[config.mk]
export PLATFORM = sky130hd
export DESIGN_NAME = turn_ctl
export DESIGN_NICKNAME = d
export VERILOG_FILES = /design/src/rtl/turn_ctl.sv
export SDC_FILE = /design/constraint.sdc
export NUM_CORES = 1
export LEC_CHECK = 0
export ABC_AREA = 1
export BUFFER_PORTS_ARGS = -buffer_cell sky130_fd_sc_hd__buf_2
export CAP_MARGIN = 20
export CORE_UTILIZATION = 30
export DETAILED_ROUTE_END_ITERATION = 6
export GPL_ROUTABILITY_DRIVEN = 0
export SLEW_MARGIN = 25
export SYNTH_ARGS = -nofsm -noshare
export SYNTH_HDL_FRONTEND = slang
export SYNTH_SLANG_ARGS = --single-unit
[constraint.sdc]
create_clock -name clk -period 2.34 [get_ports clk]
set_clock_uncertainty 0.15 [all_clocks]
set_input_delay 0.468 -clock clk [delete_from_list [all_inputs] [get_ports clk]]
set_output_delay 0.468 -clock clk [all_outputs]
set_load 0.01 [all_outputs]
[src/rtl/turn_ctl.sv]
// Turn sequencer for the castle-vs-dragon duel. It alternates turn ownership, pulses next_turn
// to the wind generator, waits for the wind to settle, runs the aim window and tracks the shot.
module turn_ctl #(
  parameter int TURN_MS    = 15000,
  parameter int SETTLE_CYC = 3,
  parameter int TURN_W     = 8
) (
  input  logic              clk,
  input  logic              rst,
  input  logic              ms_tick,
  input  logic              game_start,
  input  logic              is_host,
  input  logic              fire_local,
  input  logic              fire_remote,
  input  logic              shot_done,
  input  logic              hit,
  output logic              next_turn,
  output logic              wind_valid,
  output logic              local_turn,
  output logic              fire_en,
  output logic [TURN_W-1:0] turn_cnt,
  output logic              timeout,
  output logic              game_over,
  output logic              winner_local
);

  // Counters only need to reach their last value (LIMIT-1), never the limit itself.
  localparam int MS_W  = (TURN_MS > 1) ? $clog2(TURN_MS) : 1;
  localparam int SET_W = (SETTLE_CYC > 1) ? $clog2(SETTLE_CYC) : 1;
  localparam logic [MS_W-1:0]  MS_LAST  = MS_W'(TURN_MS - 1);
  localparam logic [SET_W-1:0] SET_LAST = SET_W'(SETTLE_CYC - 1);

  typedef enum logic [2:0] {
    S_IDLE,
    S_NEXT,
    S_SETTLE,
    S_AIM,
    S_FLIGHT,
    S_OVER
  } state_t;

  state_t state_reg, state_next;

  logic [MS_W-1:0]   ms_cnt_reg, ms_cnt_next;
  logic [SET_W-1:0]  settle_cnt_reg, settle_cnt_next;
  logic [TURN_W-1:0] turn_cnt_reg, turn_cnt_next;
  logic              next_turn_reg, next_turn_next;
  logic              wind_valid_reg, wind_valid_next;
  logic              local_turn_reg, local_turn_next;
  logic              fire_en_reg, fire_en_next;
  logic              timeout_reg, timeout_next;
  logic              game_over_reg, game_over_next;
  logic              winner_local_reg, winner_local_next;

  logic              owner_fire;
  logic              aim_expired;
  logic [TURN_W-1:0] turn_cnt_inc;

  assign owner_fire   = local_turn_reg ? fire_local : fire_remote;
  assign turn_cnt_inc = (turn_cnt_reg == '1) ? turn_cnt_reg : turn_cnt_reg + TURN_W'(1);

  always_ff @(posedge clk or posedge rst) begin
    if (rst) begin
      state_reg <= S_IDLE;
    end else begin
      state_reg <= state_next;
    end
  end

  always_comb begin
    state_next        = state_reg;
    ms_cnt_next       = ms_cnt_reg;
    settle_cnt_next   = settle_cnt_reg;
    turn_cnt_next     = turn_cnt_reg;
    local_turn_next   = local_turn_reg;
    wind_valid_next   = wind_valid_reg;
    timeout_next      = timeout_reg;
    game_over_next    = game_over_reg;
    winner_local_next = winner_local_reg;
    next_turn_next    = 1'b0;
    fire_en_next      = 1'b0;
    aim_expired       = 1'b0;

    case (state_reg)
      S_IDLE: begin
        if (game_start) begin
          local_turn_next = is_host;
          state_next      = S_NEXT;
        end
      end

      S_NEXT: begin
        state_next = S_SETTLE;
      end

      S_SETTLE: begin
        if (settle_cnt_reg == SET_LAST) begin
          wind_valid_next = 1'b1;
          state_next      = S_AIM;
        end else begin
          settle_cnt_next = settle_cnt_reg + SET_W'(1);
        end
      end

      S_AIM: begin
        // A fire landing on the final tick still counts as a shot.
        if (owner_fire) begin
          fire_en_next = 1'b1;
          state_next   = S_FLIGHT;
        end else if (ms_tick) begin
          if (ms_cnt_reg == MS_LAST) begin
            aim_expired     = 1'b1;
            turn_cnt_next   = turn_cnt_inc;
            local_turn_next = ~local_turn_reg;
            state_next      = S_NEXT;
          end else begin
            ms_cnt_next = ms_cnt_reg + MS_W'(1);
          end
        end
      end

      S_FLIGHT: begin
        if (shot_done) begin
          turn_cnt_next = turn_cnt_inc;
          if (hit) begin
            game_over_next    = 1'b1;
            winner_local_next = local_turn_reg;
            state_next        = S_OVER;
          end else begin
            local_turn_next = ~local_turn_reg;
            state_next      = S_NEXT;
          end
        end
      end

      S_OVER: begin
        if (game_start) begin
          game_over_next    = 1'b0;
          turn_cnt_next     = '0;
          winner_local_next = 1'b0;
          local_turn_next   = is_host;
          state_next        = S_NEXT;
        end
      end

      default: begin
        state_next = S_IDLE;
      end
    endcase

    // Turn-start side effects are keyed on entry so next_turn is a clean registered pulse.
    if (state_next == S_NEXT) begin
      next_turn_next  = 1'b1;
      wind_valid_next = 1'b0;
      timeout_next    = aim_expired;
    end
    if ((state_next == S_SETTLE) && (state_reg != S_SETTLE)) begin
      settle_cnt_next = '0;
    end
    if ((state_next == S_AIM) && (state_reg != S_AIM)) begin
      ms_cnt_next = '0;
    end
  end

  always_ff @(posedge clk or posedge rst) begin
    if (rst) begin
      ms_cnt_reg       <= '0;
      settle_cnt_reg   <= '0;
      turn_cnt_reg     <= '0;
      next_turn_reg    <= 1'b0;
      wind_valid_reg   <= 1'b0;
      local_turn_reg   <= 1'b0;
      fire_en_reg      <= 1'b0;
      timeout_reg      <= 1'b0;
      game_over_reg    <= 1'b0;
      winner_local_reg <= 1'b0;
    end else begin
      ms_cnt_reg       <= ms_cnt_next;
      settle_cnt_reg   <= settle_cnt_next;
      turn_cnt_reg     <= turn_cnt_next;
      next_turn_reg    <= next_turn_next;
      wind_valid_reg   <= wind_valid_next;
      local_turn_reg   <= local_turn_next;
      fire_en_reg      <= fire_en_next;
      timeout_reg      <= timeout_next;
      game_over_reg    <= game_over_next;
      winner_local_reg <= winner_local_next;
    end
  end

  assign next_turn    = next_turn_reg;
  assign wind_valid   = wind_valid_reg;
  assign local_turn   = local_turn_reg;
  assign fire_en      = fire_en_reg;
  assign turn_cnt     = turn_cnt_reg;
  assign timeout      = timeout_reg;
  assign game_over    = game_over_reg;
  assign winner_local = winner_local_reg;

  // The wind generator edge-detects next_turn, so it must never stay high two cycles running.
  a_next_turn_single: assert property (@(posedge clk) disable iff (rst) next_turn |=> !next_turn);
  a_fire_en_single:   assert property (@(posedge clk) disable iff (rst) fire_en |=> !fire_en);

endmodule

; ---- After elaboration in Yosys (flattened, before gate mapping)
; Cells that the tools add are included.
[word_totals]
input_bits = 9
out_inout_bits = 15
reg_bits = 34
[classes]
add_sub_neg = 3
bitwise = 1
muxes = 48
reduce_logical = 18
eq_ne = 24
[ops]
columns = operator, n
row1 = $mux 14, 5
row2 = $mux 8, 6
row3 = $pmux 8 s3, 1
row4 = $mux 1, 22
row5 = $mux 3, 7
row6 = $pmux 3 s5, 1
row7 = $add 14x1->14 const B, 1
row8 = $eq 14x14->1 const B, 1
row9 = $ne 2x2->1 const B, 7
row10 = $eq 3x2->1 const B, 4
row11 = $reduce_bool 2->1, 6
row12 = $add 8x1->8 const B, 1
row13 = $eq 8x8->1 const B, 1
row14 = $ne 2x1->1 const B, 4
row15 = $reduce_and 4->1, 2
row16 = $reduce_and 7->1, 1
row17 = $eq 3x1->1 const B, 2
row18 = $eq 3x3->1 const B, 2
row19 = $mux 2, 3
row20 = $ne 3x2->1 const B, 2
row21 = $reduce_and 6->1, 1
row22 = $reduce_bool 3->1, 2
row23 = $pmux 1 s2, 2
row24 = $reduce_and 2->1, 2
row25 = 7 further kinds, 8

; ---- Longest topological paths before layout
; Gate-level depths: netlist (run 1).
[depth]
word_depth = 9
mapped_depth = 10
ltp_nobuf = 9

; ---- Worst setup path before layout (run 1)
; OpenSTA, ideal clock, no wires.
[synth_timing]
path_kind = reg2reg
start = reg ms_cnt_reg[0]
end = reg ms_cnt_reg[6]
setup_time_ps = 65
path_stages_with_launch = 11
required_time_ps = 2125
setup_slack_ps = 693
t_arrival_ps = 1432
n_path_buf = 1
path_cell_list = dfrtp_1 > ha_1 > inv_2 > nor2_1 > nand3_1 > nor2_4 > nor2_8 > nor2_4 > buf_6 > nand2_1 > nand2_1
[synth_between]
elab_chain_cells = 9
[synth_rtl]
columns = item, line
row1 = from (decl), 44  ; logic [MS_W-1:0] ms_cnt_reg, ms_cnt_next;
row2 = from (signal assigned), 178  ; ms_cnt_reg <= ms_cnt_next;
row3 = $eq 14x14->1, 111  ; if (ms_cnt_reg == MS_LAST) begin
row4 = $mux 3, 111
row5 = $mux 3, 110  ; end else if (ms_tick) begin
row6 = $mux 3, 107  ; if (owner_fire) begin
row7 = $pmux 3 s5, 84  ; case (state_reg)
row8 = $eq 3x2->1, 160  ; if ((state_next == S_AIM) && (state_reg != S_AIM)) begin
row9 = $logic_and 1x1->1, 160
row10 = $ne 2x1->1 (no line) or $reduce_bool 2->1 (tied branches), -
row11 = $reduce_and 4->1 (no line), -
; Parallel ways exist; a longest one is shown, timed or not. The select of a mux whose other input is x is not followed.
; A chain may end at the register's enable or synchronous reset.

; ---- Worst setup path in the final report (run 1)
[layout_timing]
start = reg ms_cnt_reg[0]
end = reg ms_cnt_reg[8]
; The elaborated chain is that of the path after synthesis.

==> flow_summary.ini, run 1 <==
[global_routing]
grtUsageMet3 = 0.0254
global_route.usage.met2 = 0.218
grt_peak_use_layer = met2
groute.layer.met1.usage = 0.196
globalRoute.totalOverflow = 0
first_global_vias = 1911
initial_antenna_violation_count = 0
grt_first_pass_wirelength_um = 8590
gr-usage-all-layers = 0.141
grt_start_max_net_pins = 35

[routing]
final_antenna_net_count = 0
detail_route.first_pass.iterations = 4
via_count = 2044
route.final.wire_length_um = 5010
post_drt_wl_per_cell_um = 11.4
avgViaCountPerCell = 4.63
drt_iter0_drc = 129
number_of_design_rule_violations_left_after_detail_routing = 0

[timing]
finalHoldWorstSlack_ns = 0.126
setup-violations-final = 0
final.setup.tns_ns = 0
maxClockFrequency_ghz = 0.539
maxSlewViolCount = 0
max_slew_margin = 0.692
fin_crit_sh = 0.793
max_slew.worst_pin.slew_ns = 0.462
grt_setup_unrepaired = no
final_hold_viol_count = 0
final.min_clock_period_ns = 1.86

[worst_setup_path]
cp_max_fo = 14
critPathArrivalTime_ns = 1.93
timing.critical_path.from_type = flop
worst_r2r_startpoint = ms_cnt_reg[0]$_DFFE_PP0P_
worst_setup_ep_type = flop
worstPathRequired_ns = 2.41
timing.reg2reg.worst_path_depth = 9
startpoint = ms_cnt_reg[0]$_DFFE_PP0P_
timing_worst_setup_path_type = reg2reg

[clocking]
cts-root-buf = sky130_fd_sc_hd__clkbuf_8
clkTransAtPathRegs_ns = 0.07
cts_max_path_buffers = 2
cts.hold.buffers_added = 0
cts_resized = 0
post-cts-setup-buffer-count = 0
clock_tree.htree_level_count = 2
clock_insertion_delay_worst_skew_ns = 0.28
cts_tree = done
cts_sink_cnt = 34
cts_made_buffers = 5

[logic_synthesis]
postSynthAreaPerCell_um2 = 6.94
netlist_top_cells_area = sky130_fd_sc_hd__dfrtp_1, sky130_fd_sc_hd__nand2_1, sky130_fd_sc_hd__nand3_1
ys_async_sr_fraction = 1.00
synth_flop_cell = sky130_fd_sc_hd__dfrtp_1
synth.lib_cells_used.distinct = 27
yosysTopAreaCellShare = 0.384
syn_nets = 331
synth.yosys.seq_area_share = 0.384
synth_largest_area_cell = sky130_fd_sc_hd__dfrtp_1
synth_cells = 319
synth_enable_flop_cells = 0
post-synth-top-count-cell = sky130_fd_sc_hd__nand2_1
ys_top_cells_by_count = sky130_fd_sc_hd__nand2_1, sky130_fd_sc_hd__nand3_1, sky130_fd_sc_hd__nor2_1
yosys_warnings = 0
netlist_area_before_placement_um2 = 2210
yosys_register_bits = 34

[power]
powerDensity_nw_per_um2 = 895
vdd.ir_drop.worst_uv = 478
cellLeakagePower_nw = 1.33

[die]
initial_core_util = 0.319
core_area_um2 = 6940
die_height_um = 87.9
site_rows = 30
die_w_um = 87.9
boundaryPins = 24
dieArea_um2 = 7730

[final_layout]
fill_cells = 763
finish.net_count = 358
post_route_cells_drive_above_1_share = 0.130
largest_register_ffs = 14
antenna_cells_inserted = 0
utilization = 0.360
layout-area-overhead-vs-synth_pct = 12.9
final_area_um2 = 2500

[placement]
placedInstanceArea_um2 = 2420
buffer_ports.inserted = 23
place.detailed.hpwl_um = 3580

[worst_hold_path]
worstHoldPathType = in2async

[status]
status = finished clean

[run]
cap_viol_max_count = 0
[kinds of logic after synthesis]
group	count (synthesis)	synth area share
flops	34	0.384
buf+inv	43	0.0854
fa+ha+maj	3	0.0170
xor+xnor	6	0.0237
simple gates	212	0.434
compound gates	21	0.0560
[worst max-delay path: stages, from the launching register on]
cell and delay (ns):
sky130_fd_sc_hd__dfrtp_1 0.41, sky130_fd_sc_hd__ha_1 0.30, sky130_fd_sc_hd__inv_2 0.07, sky130_fd_sc_hd__nor2_1 0.09
sky130_fd_sc_hd__nand3_1 0.12, sky130_fd_sc_hd__nor2_4 0.16, sky130_fd_sc_hd__nor2_8 0.08, sky130_fd_sc_hd__nor2_4 0.26
sky130_fd_sc_hd__nand2_1 0.08, sky130_fd_sc_hd__nand2_1 0.07
[metal layers]
layer	up-vias	share of wire
met4	0	0.0068
met1	917	0.51
met5	-	0
li1	1075	-
met3	2	0.039
met2	50	0.44
[cell usage in the layout (no fill, tap or decap), drive strengths merged]
| cell type | synthesis | routed |
|---|---|---|
| buf | 5 | 25 |
| nand3b | 1 | 1 |
| a21o | 3 | 3 |
| nand2 | 111 | 111 |
| xor2 | 4 | 4 |
| nor2 | 42 | 42 |
| o21ai | 12 | 12 |
| ha | 3 | 3 |
| o21bai | 3 | 3 |
| inv | 38 | 38 |
| xnor2 | 2 | 2 |
| a21oi | 2 | 2 |
| dfrtp | 34 | 34 |
| clkbuf | 0 | 6 |
| nand3 | 40 | 40 |
| nor3 | 1 | 1 |
| o311ai | 1 | 1 |
| or2 | 1 | 1 |
| nand4 | 16 | 16 |
[metrics by stage]
stage	setup slack (ns)	instances	total power [mW]
6_report	0.485	441	2.24
4_1_cts	0.462	441	2.27
2_1_floorplan	0.693	319	1.59
3_3_place_gp	0.506	435	1.81
5_1_grt	0.272	441	2.46
3_5_place_dp	0.481	435	1.82
[area by class of cell]
cell class | count | area [um2] | share of cell area
Timing Repair Buffer | 25 | 130 | 0.0521
Clock buffer | 6 | 82.6 | 0.0330
Inverter | 38 | 143 | 0.0571
Sequential cell | 34 | 851 | 0.340
Tap cell | 96 | 120 | 0.0480
Multi-Input combinational cell | 242 | 1170 | 0.469
[worst paths after layout]
path	end	slack, ns
min in group clk	timeout$_DFFE_PP0P_	0.33
min reg2reg	timeout$_DFFE_PP0P_	0.33
min	turn_cnt[6]$_DFFE_PP0P_	0.13
max in group asynchronous	ms_cnt_reg[1]$_DFFE_PP0P_	1.58
max reg2reg	ms_cnt_reg[8]$_DFFE_PP0P_	0.48
max	ms_cnt_reg[8]$_DFFE_PP0P_	0.48
[power breakdown]
part	total [mW]	internal, mW	switching (mW)	leakage (nW)
Combinational	0.948	0.328	0.620	0.835
Sequential	0.853	0.721	0.132	0.453
Clock	0.437	0.227	0.210	0.0431
(Power assumes the default switching activity.)
==> inputs of run 2 (changes only) <==
Settings changed: ABC_AREA 1 to 0.
Clock period 2.34 ns to 1.7 ns, I/O delays scaled along.
==> flow_summary.ini, run 2 <==
[clocking]
cts_max_path_buffers = 2
cts-root-buf = sky130_fd_sc_hd__clkbuf_8
cts_made_buffers = 5
clock_tree.htree_level_count = 2
clkTransAtPathRegs_ns = 0.07
cts_tree = done
clock_insertion_delay_worst_skew_ns = 0.28
cts_sink_cnt = 34

[timing]
fin_crit_sh = 1.30
final.min_clock_period_ns = 2.21
maxSlewViolCount = 0
max_slew.worst_pin.slew_ns = 0.436
grt_setup_unrepaired = yes
fin_ws_ns = -0.510
max_slew_margin = 0.709
setup-violations-final = 26
final_hold_viol_count = 26
maxClockFrequency_ghz = 0.452
finalHoldWorstSlack_ns = -0.0110

[global_routing]
grt_first_pass_wirelength_um = 8010
gr-usage-all-layers = 0.160
initial_antenna_violation_count = 0
first_global_vias = 1742
globalRoute.totalOverflow = 0
grt_start_max_net_pins = 35

[status]
violated_checks = negative hold slack, negative setup slack
status = finished with violations

[final_layout]
largest_register_ffs = 14
post_route_cells_drive_above_1_share = 0.471
layout_common_cells = sky130_fd_sc_hd__buf_4, sky130_fd_sc_hd__dfrtp_1, sky130_fd_sc_hd__buf_2
antenna_cells_inserted = 0
mostFrequentLayoutCell = sky130_fd_sc_hd__buf_4
final_area_um2 = 2810
layout-area-overhead-vs-synth_pct = 48.2
finish.net_count = 291

[logic_synthesis]
synth_flop_cell = sky130_fd_sc_hd__dfrtp_1
synth_fa_ha_area_frac = 0.0198
synth_largest_area_cell = sky130_fd_sc_hd__dfrtp_1
ys_top_cells_by_count = sky130_fd_sc_hd__dfrtp_1, sky130_fd_sc_hd__nor2_1, sky130_fd_sc_hd__nand2_1
synth_simple_gate_area_frac = 0.258
synth.yosys.seq_area_share = 0.448
synth_cells = 195
yosysTopAreaCellShare = 0.448
post-synth-top-count-cell = sky130_fd_sc_hd__dfrtp_1
netlist_area_before_placement_um2 = 1900
yosys_register_bits = 34
ys_async_sr_fraction = 1.00
yosys_warnings = 0
synth.lib_cells_used.distinct = 45
synth_compound_gate_area_share = 0.152
main_combinational_cell_family_by_area_after_synthesis = simple AND/OR/NAND/NOR gates
netlist_top_cells_area = sky130_fd_sc_hd__dfrtp_1, sky130_fd_sc_hd__o31ai_1, sky130_fd_sc_hd__nor2_1
postSynthAreaPerCell_um2 = 9.73
synth.area.mux_share = 0.0316
syn_nets = 207
synth_enable_flop_cells = 0
synth_xor_xnor_area_share = 0.0415

[worst_setup_path]
cp_max_fo = 3
crit_path_max_incr_delay_ns = 0.54
worst_setup_ep_type = flop
worstPathBufferInverterCount = 0
critPathArrivalTime_ns = 2.23
timing_worst_setup_path_type = reg2reg
worstPathRequired_ns = 1.72
cp_cell_sequence = or2_1 > or4_4 > o211a_4 > or3_4 > a32o_1
cpLargestDelayFamily = simple AND/OR/NAND/NOR gates
reg2reg_slack_ns = -0.51
timing.critical_path.from_type = flop
slowest_stage = sky130_fd_sc_hd__or4_4

[routing]
final_antenna_net_count = 0
via_count = 1774
route.final.wire_length_um = 4840
drt_iter0_drc = 58
post_drt_wl_per_cell_um = 13.6
number_of_design_rule_violations_left_after_detail_routing = 0
avgViaCountPerCell = 5.00
detail_route.first_pass.iterations = 5

[die]
die_w_um = 81.5
initial_core_util = 0.315
core_area_um2 = 6030
dieArea_um2 = 6650
site_rows = 28
die_height_um = 81.5
boundaryPins = 24

[placement]
place.detailed.hpwl_um = 3420
placedInstanceArea_um2 = 2560
preCtsSetupSlack_ns = -0.547
buffer_ports.inserted = 23

[power]
total_power_mw = 3.63
powerDensity_nw_per_um2 = 1290
vdd.ir_drop.worst_uv = 668
cellLeakagePower_nw = 1.32

[worst_hold_path]
worstHoldPathType = in2async

[run]
cap_viol_max_count = 0
[run 2: cell count changes in the layout (fill, tap and decap cells not counted), moves of 5 or more]
| cell | previous run | this run |
|---|---|---|
| sky130_fd_sc_hd__nand4_1 | 16 | 5 |
| sky130_fd_sc_hd__nand2_1 | 110 | 13 |
| sky130_fd_sc_hd__inv_1 | 35 | 7 |
| sky130_fd_sc_hd__nor2_1 | 36 | 19 |
| sky130_fd_sc_hd__o31ai_1 | 0 | 5 |
| sky130_fd_sc_hd__buf_6 | 0 | 5 |
| sky130_fd_sc_hd__nand3_1 | 37 | 11 |
| sky130_fd_sc_hd__o31ai_2 | 0 | 6 |
| sky130_fd_sc_hd__mux2i_1 | 0 | 5 |
| sky130_fd_sc_hd__buf_4 | 2 | 58 |
| sky130_fd_sc_hd__nand2b_1 | 0 | 6 |
[run 2: logic make-up (layout without fill, tap and decap cells)]
logic type               count (synthesis)  in the layout
AO/OA/AOI/OAI                           40             40
multiplexers                             6              6
flip-flops                              34             34
buffers and inverters                   16            101
adder cells (fa/ha/maj)                  3              3
XOR/XNOR                                 9              9
AND/OR/NAND/NOR                         87             87
[run 2: timing repair]
action                                 CTS  global route
hold buffers                             0             0
gates resized for setup                 22             9
pin swaps                                5            10
setup buffers                            3             2
cloned                                   0             0
endpoints found under the hold margin    0             0
setup endpoints to repair               27            28
[run 2: final cells by class]
| cell class | count | area, um2 |
|---|---|---|
| timing repair buffer | 86 | 607 |
| inverter | 7 | 26.3 |
| clock inverter | 1 | 5.00 |
| clock buffer | 7 | 86.3 |
| tap | 75 | 93.8 |
| fill | 592 | 3210 |
| sequential | 34 | 856 |
| multi-input combinational | 145 | 1140 |
[run 2: routing by layer]
layer / wire (um) / track usage / part of all wire
met5: 0 / 0 / 0
met4: 68 / 0.0589 / 0.014
met3: 182 / 0.0256 / 0.038
met2: 2200 / 0.253 / 0.45
met1: 2390 / 0.218 / 0.49
[run 2: power by group]
part / total (mW) / switching (mW) / internal [mW]
combinational: 1.84 / 0.882 / 0.955
sequential: 1.17 / 0.156 / 1.01
clock: 0.622 / 0.295 / 0.327
total: 3.63 / 1.33 / 2.29
[run 2: worst reg2reg max path, delay by kind of cell, from the launching register on]
kind,cells,cell delay (ns)
compound gates,2,0.46
flops,1,0.38
simple gates,3,1.12
[run 2: through the flow]
| step | utilization | cells | setup TNS, ns |
|---|---|---|---|
| finish | 0.467 | 355 | -6.55 |
| CTS | 0.458 | 354 | -7.02 |
| global placement | 0.425 | 343 | -6.76 |
| detailed placement | 0.425 | 343 | -7.57 |
| floorplan | - | 195 | -6.46 |
| global route | 0.467 | 355 | -8.54 |
[run 2: path summary, 6_finish.rpt]
| path | cells after the start | end | start |
|---|---|---|---|
| max in group asynchronous | 3 | state_reg[0]$_DFF_PP0_ | rst |
| max | 5 | timeout$_DFFE_PP0P_ | ms_cnt_reg[5]$_DFFE_PP0P_ |
| max reg2reg | 5 | timeout$_DFFE_PP0P_ | ms_cnt_reg[5]$_DFFE_PP0P_ |
| min in group clk | 3 | game_over$_DFFE_PP0P_ | hit |
| min reg2reg | 2 | winner_local$_DFFE_PP0P_ | winner_local$_DFFE_PP0P_ |
| min | 3 | wind_valid$_DFFE_PP0P_ | rst |
==> inputs of run 3 (changes only) <==
--- a/constraint.sdc
+++ b/constraint.sdc
@@ -3,3 +3,3 @@
 set_input_delay 0.34 -clock clk [delete_from_list [all_inputs] [get_ports clk]]
 set_output_delay 0.34 -clock clk [all_outputs]
-set_load 0.01 [all_outputs]
+set_load 0.1 [all_outputs]
==> flow_summary.ini, run 3 (synthesis results as in run 2) <==
[power]
cellLeakagePower_nw = 1.38
total_power_mw = 4.53
vdd.ir_drop.worst_uv = 1660
powerDensity_nw_per_um2 = 1480

[timing]
grt_setup_unrepaired = yes
maxSlewViolCount = 0
max_slew.worst_pin.slew_ns = 0.495
final_hold_viol_count = 34
finalHoldWorstSlack_ns = -0.0192
max_slew_margin = 0.672
maxClockFrequency_ghz = 0.450
setup-violations-final = 27
final.min_clock_period_ns = 2.22
fin_ws_ns = -0.522
fin_crit_sh = 1.31

[global_routing]
gr-usage-all-layers = 0.162
globalRoute.totalOverflow = 0
grt_start_max_net_pins = 35
first_global_vias = 1706
grt_first_pass_wirelength_um = 8150
initial_antenna_violation_count = 0

[final_layout]
fill_cells = 531
finish.net_count = 296
post_route_cells_drive_above_1_share = 0.537
final_area_um2 = 3050
layout-area-overhead-vs-synth_pct = 60.9
utilization = 0.507
layout_common_cells = sky130_fd_sc_hd__buf_4, sky130_fd_sc_hd__dfrtp_1, sky130_fd_sc_hd__nor2_1
mostFrequentLayoutCell = sky130_fd_sc_hd__buf_4
antenna_cells_inserted = 0
largest_register_ffs = 14

[placement]
buffer_ports.inserted = 23
placedInstanceArea_um2 = 2630
place.detailed.hpwl_um = 3390

[clocking]
clock_tree.htree_level_count = 2
cts_made_buffers = 5
cts_tree = done
cts.hold.buffers_added = 0
cts_sink_cnt = 34
clock_insertion_delay_worst_skew_ns = 0.30
clkTransAtPathRegs_ns = 0.08
cts-root-buf = sky130_fd_sc_hd__clkbuf_8
cts_max_path_buffers = 2

[worst_setup_path]
crit_path_max_incr_delay_ns = 0.56
cp_cell_sequence = nand4b_1 > or4_4 > o211a_4 > or3_4 > o31ai_2
timing.critical_path.from_type = flop
slowest_stage = sky130_fd_sc_hd__or4_4
cp_max_fo = 3
timing_worst_setup_path_type = reg2reg
cpLargestDelayFamily = simple AND/OR/NAND/NOR gates
worstPathBufferInverterCount = 0
critPathArrivalTime_ns = 2.28
worstPathRequired_ns = 1.76
worst_setup_ep_type = flop

[die]
boundaryPins = 24
die_height_um = 81.5
site_rows = 28
initial_core_util = 0.315
core_area_um2 = 6030
dieArea_um2 = 6650
die_w_um = 81.5

[worst_hold_path]
worstHoldPathType = in2async

[routing]
route.final.wire_length_um = 4960
detail_route.first_pass.iterations = 4
drt_iter0_drc = 73
number_of_design_rule_violations_left_after_detail_routing = 0
post_drt_wl_per_cell_um = 13.8
via_count = 1774
avgViaCountPerCell = 4.93
final_antenna_net_count = 0

[status]
violated_checks = negative hold slack, negative setup slack
status = finished with violations

[run]
cap_viol_max_count = 0
## run 3: final timing paths
kind | startpoint | endpoint | slack, ns | cells past startpoint
max in group asynchronous | rst | local_turn$_DFFE_PP0P_ | 1.07 | 3
min in group clk | hit | game_over$_DFFE_PP0P_ | 0.19 | 3
setup / recovery | ms_cnt_reg[3]$_DFFE_PP0P_ | local_turn$_DFFE_PP0P_ | -0.52 | 5
hold / removal | rst | next_turn$_DFF_PP0_ | -0.02 | 3
setup reg to reg | ms_cnt_reg[3]$_DFFE_PP0P_ | local_turn$_DFFE_PP0P_ | -0.52 | 5
hold reg to reg | winner_local$_DFFE_PP0P_ | winner_local$_DFFE_PP0P_ | 0.34 | 2
## run 3: layer usage
layer,wire length [um],global-route usage,vias up
met5,0,0,-
met4,57,0.0554,0
met3,184,0.0478,6
met2,2420,0.247,23
met1,2290,0.216,853
li1,-,-,892
## run 3: final cells by class
class	instances	area (um2)	share of cell area
multi-input combinational	145	1240	0.407
sequential	34	872	0.286
timing repair buffer	91	728	0.238
tap	75	93.8	0.0307
clock buffer	7	86.3	0.0283
inverter	7	26.3	0.00860
clock inverter	1	5.00	0.00164
## run 3: repair_timing
action / 4_1_cts / 5_1_grt
endpoints found under the setup margin: 29 / 30
gates resized for setup: 24 / 29
pin swaps: 19 / 12
buffers inserted: 4 / 7
## run 3: worst register-to-register path, stage by stage, from the launching register on
cell,delay (ns)
sky130_fd_sc_hd__dfrtp_1,0.38
sky130_fd_sc_hd__nand4b_1,0.22
sky130_fd_sc_hd__or4_4,0.56
sky130_fd_sc_hd__o211a_4,0.26
sky130_fd_sc_hd__or3_4,0.35
sky130_fd_sc_hd__o31ai_2,0.23
## run 3: per-stage QoR
step | setup TNS, ns | cells | setup slack (ns) | hold WS (ns)
6_report | -8.38 | 360 | -0.522 | -0.0192
3_3_place_gp | -7.39 | 341 | -0.494 | 0.312
5_1_grt | -10.91 | 360 | -0.616 | 0.0321
3_5_place_dp | -8.02 | 341 | -0.523 | 0.318
2_1_floorplan | -9.52 | 195 | -0.617 | 0.302
4_1_cts | -7.49 | 353 | -0.527 | 0.000792
## run 3: where the power goes
part	total, mW	switching [mW]	internal (mW)
Sequential	1.20	0.171	1.03
Clock	0.640	0.313	0.327
Combinational	2.69	1.57	1.11
